[src/rtl/branch_target_buffer_if.sv]
// Fetch/execute-side bus of the branch target buffer: EXE training inputs,
// IF lookup key and the combinational prediction.
interface branch_target_buffer_if #(
  parameter int AW = 12
);
  logic [AW-1:0] insert_ins_addr;
  logic [AW-1:0] insert_ins_next_addr;
  logic          is_branch;
  logic          is_suc;
  logic [AW-1:0] query_ins_addr;
  logic [AW-1:0] predict_addr;
  logic          predict_jump;

  modport master (
    output insert_ins_addr, insert_ins_next_addr, is_branch, is_suc, query_ins_addr,
    input  predict_addr, predict_jump
  );

  modport slave (
    input  insert_ins_addr, insert_ins_next_addr, is_branch, is_suc, query_ins_addr,
    output predict_addr, predict_jump
  );
endinterface

[src/rtl/branch_target_buffer.sv]
// Fully associative BTB with 2-bit saturating counters: zero-latency lookup
// keyed by fetch PC+4, registered training from resolved EXE branches/jumps.
module branch_target_buffer #(
  parameter int ENTRIES = 8,
  parameter int AW      = 12
) (
  input  logic                  clk,
  input  logic                  rst,
  branch_target_buffer_if.slave bus
);
  localparam int PW = (ENTRIES > 1) ? $clog2(ENTRIES) : 1;

  logic [ENTRIES-1:0]             valid;
  logic [ENTRIES-1:0][AW-1:0]     tag;
  logic [ENTRIES-1:0][AW-1:0]     target;
  logic [ENTRIES-1:0][1:0]        cnt;
  logic [PW-1:0]                  ptr;

  logic [ENTRIES-1:0]             q_hit;
  logic [ENTRIES-1:0]             u_hit;
  logic                           free_found;
  logic [PW-1:0]                  free_idx;
  logic [PW-1:0]                  victim;
  logic                           pj;
  logic [AW-1:0]                  pa;

  for (genvar i = 0; i < ENTRIES; i++) begin : g_ent
    assign q_hit[i] = valid[i] && (tag[i] == bus.query_ins_addr);
    assign u_hit[i] = valid[i] && (tag[i] == bus.insert_ins_addr);
  end

  // Tags are unique, so at most one q_hit bit is set and the loop is a plain mux.
  always_comb begin
    pj = 1'b0;
    pa = bus.query_ins_addr;
    for (int i = 0; i < ENTRIES; i++) begin
      if (q_hit[i] && cnt[i][1]) begin
        pj = 1'b1;
        pa = target[i];
      end
    end
  end

  assign bus.predict_jump = pj;
  assign bus.predict_addr = pa;

  // Lowest-index invalid entry wins; scanning downward leaves the lowest in free_idx.
  always_comb begin
    free_found = 1'b0;
    free_idx   = '0;
    for (int i = ENTRIES - 1; i >= 0; i--) begin
      if (!valid[i]) begin
        free_found = 1'b1;
        free_idx   = PW'(i);
      end
    end
    victim = free_found ? free_idx : ptr;
  end

  always_ff @(posedge clk) begin
    if (rst) begin
      valid <= '0;
      ptr   <= '0;
    end else if (bus.is_branch) begin
      if (|u_hit) begin
        for (int i = 0; i < ENTRIES; i++) begin
          if (u_hit[i]) begin
            if (bus.is_suc) begin
              cnt[i]    <= (cnt[i] == 2'd3) ? 2'd3 : cnt[i] + 2'd1;
              target[i] <= bus.insert_ins_next_addr;
            end else begin
              cnt[i]    <= (cnt[i] == 2'd0) ? 2'd0 : cnt[i] - 2'd1;
            end
          end
        end
      end else if (bus.is_suc) begin
        valid[victim]  <= 1'b1;
        tag[victim]    <= bus.insert_ins_addr;
        target[victim] <= bus.insert_ins_next_addr;
        cnt[victim]    <= 2'b10;
        // Round-robin pointer only advances when a live entry is evicted.
        if (!free_found) ptr <= ptr + PW'(1);
      end
    end
  end
endmodule

[src/flat_wrapper.sv]
// flat-port wrapper written by rule: the top's interface ports become plain ports
module branch_target_buffer_flat 
#(
  parameter int ENTRIES = 8,
  parameter int AW      = 12
)
  (clk, rst, bus_insert_ins_addr, bus_insert_ins_next_addr, bus_is_branch, bus_is_suc, bus_query_ins_addr, bus_predict_addr, bus_predict_jump);
  branch_target_buffer_if #(.AW(AW)) bus_i ();
  input  logic clk;
  input  logic rst;
  input wire logic [$bits(bus_i.insert_ins_addr)-1:0] bus_insert_ins_addr;
  input wire logic [$bits(bus_i.insert_ins_next_addr)-1:0] bus_insert_ins_next_addr;
  input wire logic [$bits(bus_i.is_branch)-1:0] bus_is_branch;
  input wire logic [$bits(bus_i.is_suc)-1:0] bus_is_suc;
  input wire logic [$bits(bus_i.query_ins_addr)-1:0] bus_query_ins_addr;
  output wire logic [$bits(bus_i.predict_addr)-1:0] bus_predict_addr;
  output wire logic [$bits(bus_i.predict_jump)-1:0] bus_predict_jump;
  assign bus_i.insert_ins_addr = bus_insert_ins_addr;
  assign bus_i.insert_ins_next_addr = bus_insert_ins_next_addr;
  assign bus_i.is_branch = bus_is_branch;
  assign bus_i.is_suc = bus_is_suc;
  assign bus_i.query_ins_addr = bus_query_ins_addr;
  assign bus_predict_addr = bus_i.predict_addr;
  assign bus_predict_jump = bus_i.predict_jump;
  branch_target_buffer #(.ENTRIES(ENTRIES), .AW(AW)) u_core (.clk(clk), .rst(rst), .bus(bus_i));
endmodule
[config.mk]
export PLATFORM = sky130hd
export DESIGN_NAME = branch_target_buffer_flat
export DESIGN_NICKNAME = d
export VERILOG_FILES = /design/src/rtl/branch_target_buffer_if.sv /design/src/rtl/branch_target_buffer.sv /design/src/flat_wrapper.sv
export SDC_FILE = /design/constraint.sdc
export NUM_CORES = 1
export LEC_CHECK = 0
export CAP_MARGIN = 10
export CORE_MARGIN = 3
export CORE_UTILIZATION = 35
export DETAILED_ROUTE_END_ITERATION = 10
export PLACE_DENSITY_LB_ADDON = 0.3
export SYNTH_ARGS = -nofsm -noshare
export SYNTH_HDL_FRONTEND = slang
export SYNTH_SLANG_ARGS = --single-unit
[constraint.sdc]
create_clock -name clk -period 2.9 [get_ports clk]
set_input_delay 0.725 -clock clk [delete_from_list [all_inputs] [get_ports clk]]
set_output_delay 0.725 -clock clk [all_outputs]
set_load 0.01 [all_outputs]
==> impl_metrics.ini <==
[clock_tree]
cts-htree-levels = 1
cts_tree = built
clkTransAtPathRegs_ns = 0.06
clock_latency_ns = 0.53
cts_sinks = 219
cts-root-buf = clkbuf_16
clockBufferDepth = 3
cts_hold_buf = 0
numCtsBuffers = 24

[power_and_ir_drop]
switching_power_uw = 1690
clock_power_share_pct = 39.5
seqPwrFrac_pct = 48.0
leakage_uw = 0.00627
power_per_cell_area_nw_per_um2 = 415
ir_drop_uv = 457
combinationalPowerShare_pct = 12.5
switching_share_pct = 23.3
intPower_uw = 5560
finalPower_uw = 7260

[sta]
rsz0062_at_grt = yes
slew_viol_final = 0
fmax_mhz = 288
worst_slew_pin_slew_ns = 0.902
tns_ns = -6.88
setup_ws_ns = -0.569
period_share_pct = 120
whs_ns = 0.535
relSlewSlack_pct = 39.6
setup_viol = 13
skew_ns = 0.0244
hold_viol = 0
period_minus_slack_ns = 3.47

[min_path]
hold-path-endpoint = u_core.ptr[2]
min_from = u_core.ptr[2]
min_path_cells = 2
hold_path_class = reg -> reg

[routing]
drtIter0Drc = 747
drtAntennaViolNets = 0
wl_per_cell_um = 22.3
route.vias.total = 9203
via_per_inst = 5.24
drc_errors = 0
dr.pass1.iters = 5
wirelength_um = 39200

[setup_path]
crit_chain = buf_2 > buf_12 > xnor2_2 > nand3_2 > or4_4 > buf_12 > buf_4 > o21ai_2 > o21ai_1 > o21ai_1 > buf_2
timing.reg2reg.setup_slack_ns = 0.06
cp_slowest_cell = or4_4
worstSetupPathType = in -> out
crit_fanout = 6
r2r_start = u_core.tag[16]
startpoint_type = input pin
end_kind = output pin
reg2regPathDepth = 12
r2r_end = u_core.target[53]
cp.required_ns = 2.17
max_stage_delay_ns = 0.64
arrival_ns = 2.74

[die]
dieWidth_um = 188
rows = 66
dieHeight_um = 188
initial_core_util_pct = 35.5
die-area_um2 = 35300
core_area_um2 = 32600
io_pins = 53

[status]
violations = setup timing
status = finished with violations

[cells_and_area]
antennaDiodeCount = 0
drive_gt1_share_pct = 41.4
seqCellArea_um2 = 6470
areaGrowthSynthToFinish_pct = 51.0
final_nets = 1343
fillers = 2642
final_cell_count_no_fill = 1757
multiInputGateArea_um2 = 5710
final_util_pct = 53.7

[logic_synthesis]
ys_seq_area_share_pct = 55.8
async_reset_ff_share_pct = 0
syn-cell-area_um2 = 11600
synth_area_leader_cell = edfxtp_1
synth_commonest_cells = edfxtp_1, xnor2_1, xor2_1
yosys-top-cells-area = edfxtp_1, xnor2_1, xor2_1, and2_1, nor2b_1
synth_cells = 964
syn_avg_cell_area_um2 = 12.0
synth.distinct_cells = 55
synth_edf_count = 208
yosys_register_bits = 219
synth_flop_cell = edfxtp_1
post-synth-top-count-cell = edfxtp_1
synth_top_area_share_pct = 53.9
synth_nets = 1005
synth.yosys.warnings = 0

[placement]
port-buffer-count = 52
dp_hpwl_um = 24900
place.gp.congestion = 0.872
placedCellCount = 1630

[grt]
grtUsageTotal_pct = 21.4
grt_pass1_wl_um = 57800
antenna_found_initial = 0
overflow = 0
grt_pass1_vias = 9357
grt_max_degree = 17

[job]
cap_violations = 0
==> registers in the layout (all words and copies together), names as in the netlist <==
register / count
u_core.cnt: 16
u_core.ptr: 3
u_core.tag: 96
u_core.target: 96
u_core.valid: 8
==> per-layer routing <==
layer	GRT usage [%]	vias to the layer above	share of wire (%)	wire length, um
met5	0	-	0	0
met4	6.03	0	2.8	1110
met3	2.99	72	6.2	2440
met2	36.0	350	48	18800
met1	29.0	4610	43	16900
li1	-	4171	-	-
==> through the flow <==
| step | cell area, um2 | worst slack (ns) |
|---|---|---|
| 2_1_floorplan | 12000 | -0.0498 |
| 3_3_place_gp | 14700 | -1.41 |
| 3_5_place_dp | 14700 | -1.45 |
| 4_1_cts | 17000 | -0.580 |
| 5_1_grt | 17500 | -0.644 |
| 6_report | 17500 | -0.569 |
==> layout make-up <==
type                       instances  area share [%]
tap                              442            3.16
sequential                       219            36.9
inverter                          23           0.493
timing repair buffer             371            22.7
clock buffer                      26            3.60
multi-input combinational        663            32.6
clock inverter                    13           0.457
==> worst max-delay path by stage <==
stage,start,to,depth (start not counted)
after CTS,u_core.tag[7],bus_predict_addr[9],9
after global placement,bus_query_ins_addr[0],bus_predict_addr[11],12
after global routing,bus_query_ins_addr[6],bus_predict_addr[11],12
after detailed placement,bus_query_ins_addr[8],bus_predict_addr[11],12
final,bus_query_ins_addr[6],bus_predict_addr[10],11
after floorplan,bus_query_ins_addr[2],bus_predict_addr[8],10
==> kinds of logic after synthesis <==
group / share of synthesized area [%]
xor gates and xnor gates: 14.7
buffers and inverters: 4.28
AOI/OAI and AO/OA: 8.83
and+or+nand+nor: 15.1
muxes: 0.0863
adders and majority gates: 1.32
DFF: 55.8
==> placed cells by master (no fill, tap or decap), types with 8 or more instances in the layout <==
cell type and count:
o21ai_2 12, clkinv_1 8, dfxtp_1 11, and3_4 8
nand4_1 29, buf_6 27, xnor2_2 18, nand2_1 50
clkdlybuf4s50_1 15, xor2_1 73, o21ai_1 9, maj3_1 14
nor4_2 10, xnor2_1 86, bufbuf_16 8, a221oi_4 9
inv_1 23, nor2b_1 50, nor4_1 11, buf_4 222
nor2_1 40, and2_1 49, buf_2 17, clkbuf_16 28
a21oi_1 8, nor3_1 8, xor2_2 15, nand3_1 17
edfxtp_1 208, o22ai_1 15, o22ai_2 15, buf_12 60
nor2_4 13
==> critical path: cells and delay by family <==
| family | cells | cell delay (ns) |
|---|---|---|
| AO/OA/AOI/OAI | 3 | 0.31 |
| XOR/XNOR | 1 | 0.16 |
| buffers and inverters | 5 | 0.78 |
| AND/OR/NAND/NOR | 2 | 0.75 |
==> power groups by stage <==
| stage | Clock, uW | Sequential, uW | Combinational, uW |
|---|---|---|---|
| 4_1_cts | 2900 | 3480 | 854 |
| 5_1_grt | 3040 | 3480 | 954 |
| 6_report | 2860 | 3480 | 909 |
| 3_3_place_gp | 0 | 3550 | 692 |
| 2_1_floorplan | 0 | 3550 | 353 |
| 3_5_place_dp | 0 | 3550 | 699 |
==> what timing repair did <==
item                                   CTS  global route
endpoints found under the hold margin    0             0
gates resized for setup                259            55
setup buffers                           60            19
pin swaps                               76            42
setup endpoints to repair              340           325
gates cloned                            11             4
No activity file was read; power rests on OpenSTA's default activity.
==> edit (same settings) <==
`ENTRIES` is set to 8 in 2 places; all go to 4.
--- a/src/rtl/branch_target_buffer.sv
+++ b/src/rtl/branch_target_buffer.sv
@@ -1,7 +1,7 @@
 // Fully associative BTB with 2-bit saturating counters: zero-latency lookup
 // keyed by fetch PC+4, registered training from resolved EXE branches/jumps.
 module branch_target_buffer #(
-  parameter int ENTRIES = 8,
+  parameter int ENTRIES = 4,
   parameter int AW      = 12
 ) (
   input  logic                  clk,
--- a/src/flat_wrapper.sv
+++ b/src/flat_wrapper.sv
@@ -1,7 +1,7 @@
 // flat-port wrapper written by rule: the top's interface ports become plain ports
 module branch_target_buffer_flat 
 #(
-  parameter int ENTRIES = 8,
+  parameter int ENTRIES = 4,
   parameter int AW      = 12
 )
   (clk, rst, bus_insert_ins_addr, bus_insert_ins_next_addr, bus_is_branch, bus_is_suc, bus_query_ins_addr, bus_predict_addr, bus_predict_jump);
Function: not settled (the Yosys comparison gave no result); the edit may change what the design does.
==> edit against the original RTL <==
- the flow still finishes with violations (negative setup slack)
- routed wire length fell by 57%
- final cell count decreased by 51%
- non-clock buffer count fell by 191
- total power shrank 53%
- largest cell class unchanged
- sequential cell count is 109 lower
- cell area shrank 53%
- worst setup slack better by 0.13 ns
- register-to-register slack better by 0.39 ns
- critical path depth shrank 3
- synthesized area is 48% lower
- via count is 54% lower
- largest power group unchanged
==> edit: results (changes against the original RTL) <==
Min path
  • Hold endpoint: u_core.valid[2] (was u_core.ptr[2])
  • HP Start: u_core.valid[2] (was u_core.ptr[2])

Clock tree
  • H-tree depth: 3 (was 1)
  • Maximum clock insertion buffer count: 2 (was 3)
  • Setup repair bufs after CTS: 8 (was 60)
  • Latest clock arrival within the worst-skew pair: 0.36 ns (was 0.53 ns)

Logic synthesis
  • Synth area leaders: edfxtp_1 (52%), xnor2_1 (12%), nor2b_1 (4.9%), buf_6 (2.6%), nor2_1 (2.6%) (was edfxtp_1 (54%), xnor2_1 (7.9%), xor2_1 (6.7%), and2_1 (2.8%), nor2b_1 (2.7%))
  • Synthesized net count: 535 (was 1005)
  • Post-synthesis sequential area ratio: 54.2% (was 55.8%)
  • Syn Area/Cell: 12.1 um2 (was 12.0 um2)
  • Post-synth cell types: 42 (was 55)

Timing
  • Setup ws final: -0.436 ns (was -0.569 ns)
  • Final Setup Violations: 13 (unchanged)
  • Worst Skew: 0.0108 ns (was 0.0244 ns)

Route
  • DR vias: 4235 (was 9203)
  • Initial DRC Count: 263 (was 747)
  • Detailed-route wire length: 16.8 mm (was 39.2 mm)
  • WL met2: 8.62 mm (was 18.8 mm)

GRT
  • Met1 usage: 22.8% (was 29.0%)
  • Vias in the first global route: 4415 (was 9357)
  • GR Layer Usage met2: 32.1% (was 36.0%)
  • Met3 Resource Use GR: 2.68% (was 2.99%)

Cells and area
  • Layout Nets: 685 (was 1343)
  • Share of cells above drive strength 1: 38.1% (was 41.4%)
  • Largest regs: u_core.tag (48), u_core.target (48), u_core.cnt (8) (was u_core.tag (96), u_core.target (96), u_core.cnt (16))

Placed design
  • Placed cell area: 7500 um2 (was 14700 um2)
  • Placed insts: 836 (was 1630)

Setup path
  • Crit-path max cell delay: 0.62 ns (was 0.64 ns)
  • Worst R2R Setup Slack: 0.45 ns (was 0.06 ns)
  • Reg-to-reg critical path endpoint: u_core.cnt[4] (was u_core.target[53])
  • CP delay by family, top: simple AND/OR/NAND/NOR gates (was buffers and inverters)
  • FF-to-FF path depth: 10 (was 12)
  • Worst r2r src: u_core.tag[15] (was u_core.tag[16])

Pwr
  • Switching Fraction: 22.3% (was 23.3%)

Run status
  • Failing checks: negative setup slack (unchanged)
  • Status: finished with violations (unchanged)
-- edit: metrics by stage --
stage	utilization (%)	hold slack [ns]
3_3_place_gp	45.0	0.578
4_1_cts	48.7	0.612
2_1_floorplan	-	0.496
6_report	49.6	0.606
3_5_place_dp	45.0	0.597
5_1_grt	49.6	0.635
-- edit: final cells by class --
| class | instances | area (um2) | share of cell area [%] |
|---|---|---|---|
| sequential | 110 | 3240 | 39.3 |
| multi-input combinational | 337 | 2760 | 33.4 |
| timing repair buffer | 180 | 1680 | 20.3 |
| tap | 220 | 275 | 3.33 |
| clock buffer | 9 | 225 | 2.73 |
| clock inverter | 5 | 51.3 | 0.621 |
| inverter | 7 | 26.3 | 0.318 |
-- edit: worst max-delay path by stage --
stage	start	to	slack, ns	cells past startpoint
finish	u_core.tag[23]	bus_predict_addr[10]	-0.44	8
global placement	bus_query_ins_addr[6]	bus_predict_addr[4]	-1.42	8
global route	u_core.tag[23]	bus_predict_addr[10]	-0.51	8
detailed placement	bus_query_ins_addr[6]	bus_predict_addr[9]	-1.43	8
floorplan	bus_query_ins_addr[5]	bus_predict_addr[2]	-0.16	8
CTS	bus_query_ins_addr[3]	bus_predict_addr[10]	-0.45	10
-- edit: cells by family after synthesis --
logic type | count (synthesis) | share of synthesized area [%]
fa+ha+maj | 8 | 1.34
simple gates | 171 | 16.3
buf+inv | 48 | 5.27
xor+xnor | 96 | 14.8
compound gates | 49 | 5.90
mux | 13 | 2.20
flops | 110 | 54.2
-- edit: power groups by stage --
stage | sequential (mW) | combinational (mW) | clock, mW
after CTS | 1.76 | 0.393 | 1.23
after global routing | 1.76 | 0.432 | 1.29
after global placement | 1.80 | 0.384 | 0
after detailed placement | 1.80 | 0.389 | 0
final | 1.76 | 0.405 | 1.21
after floorplan | 1.79 | 0.213 | 0
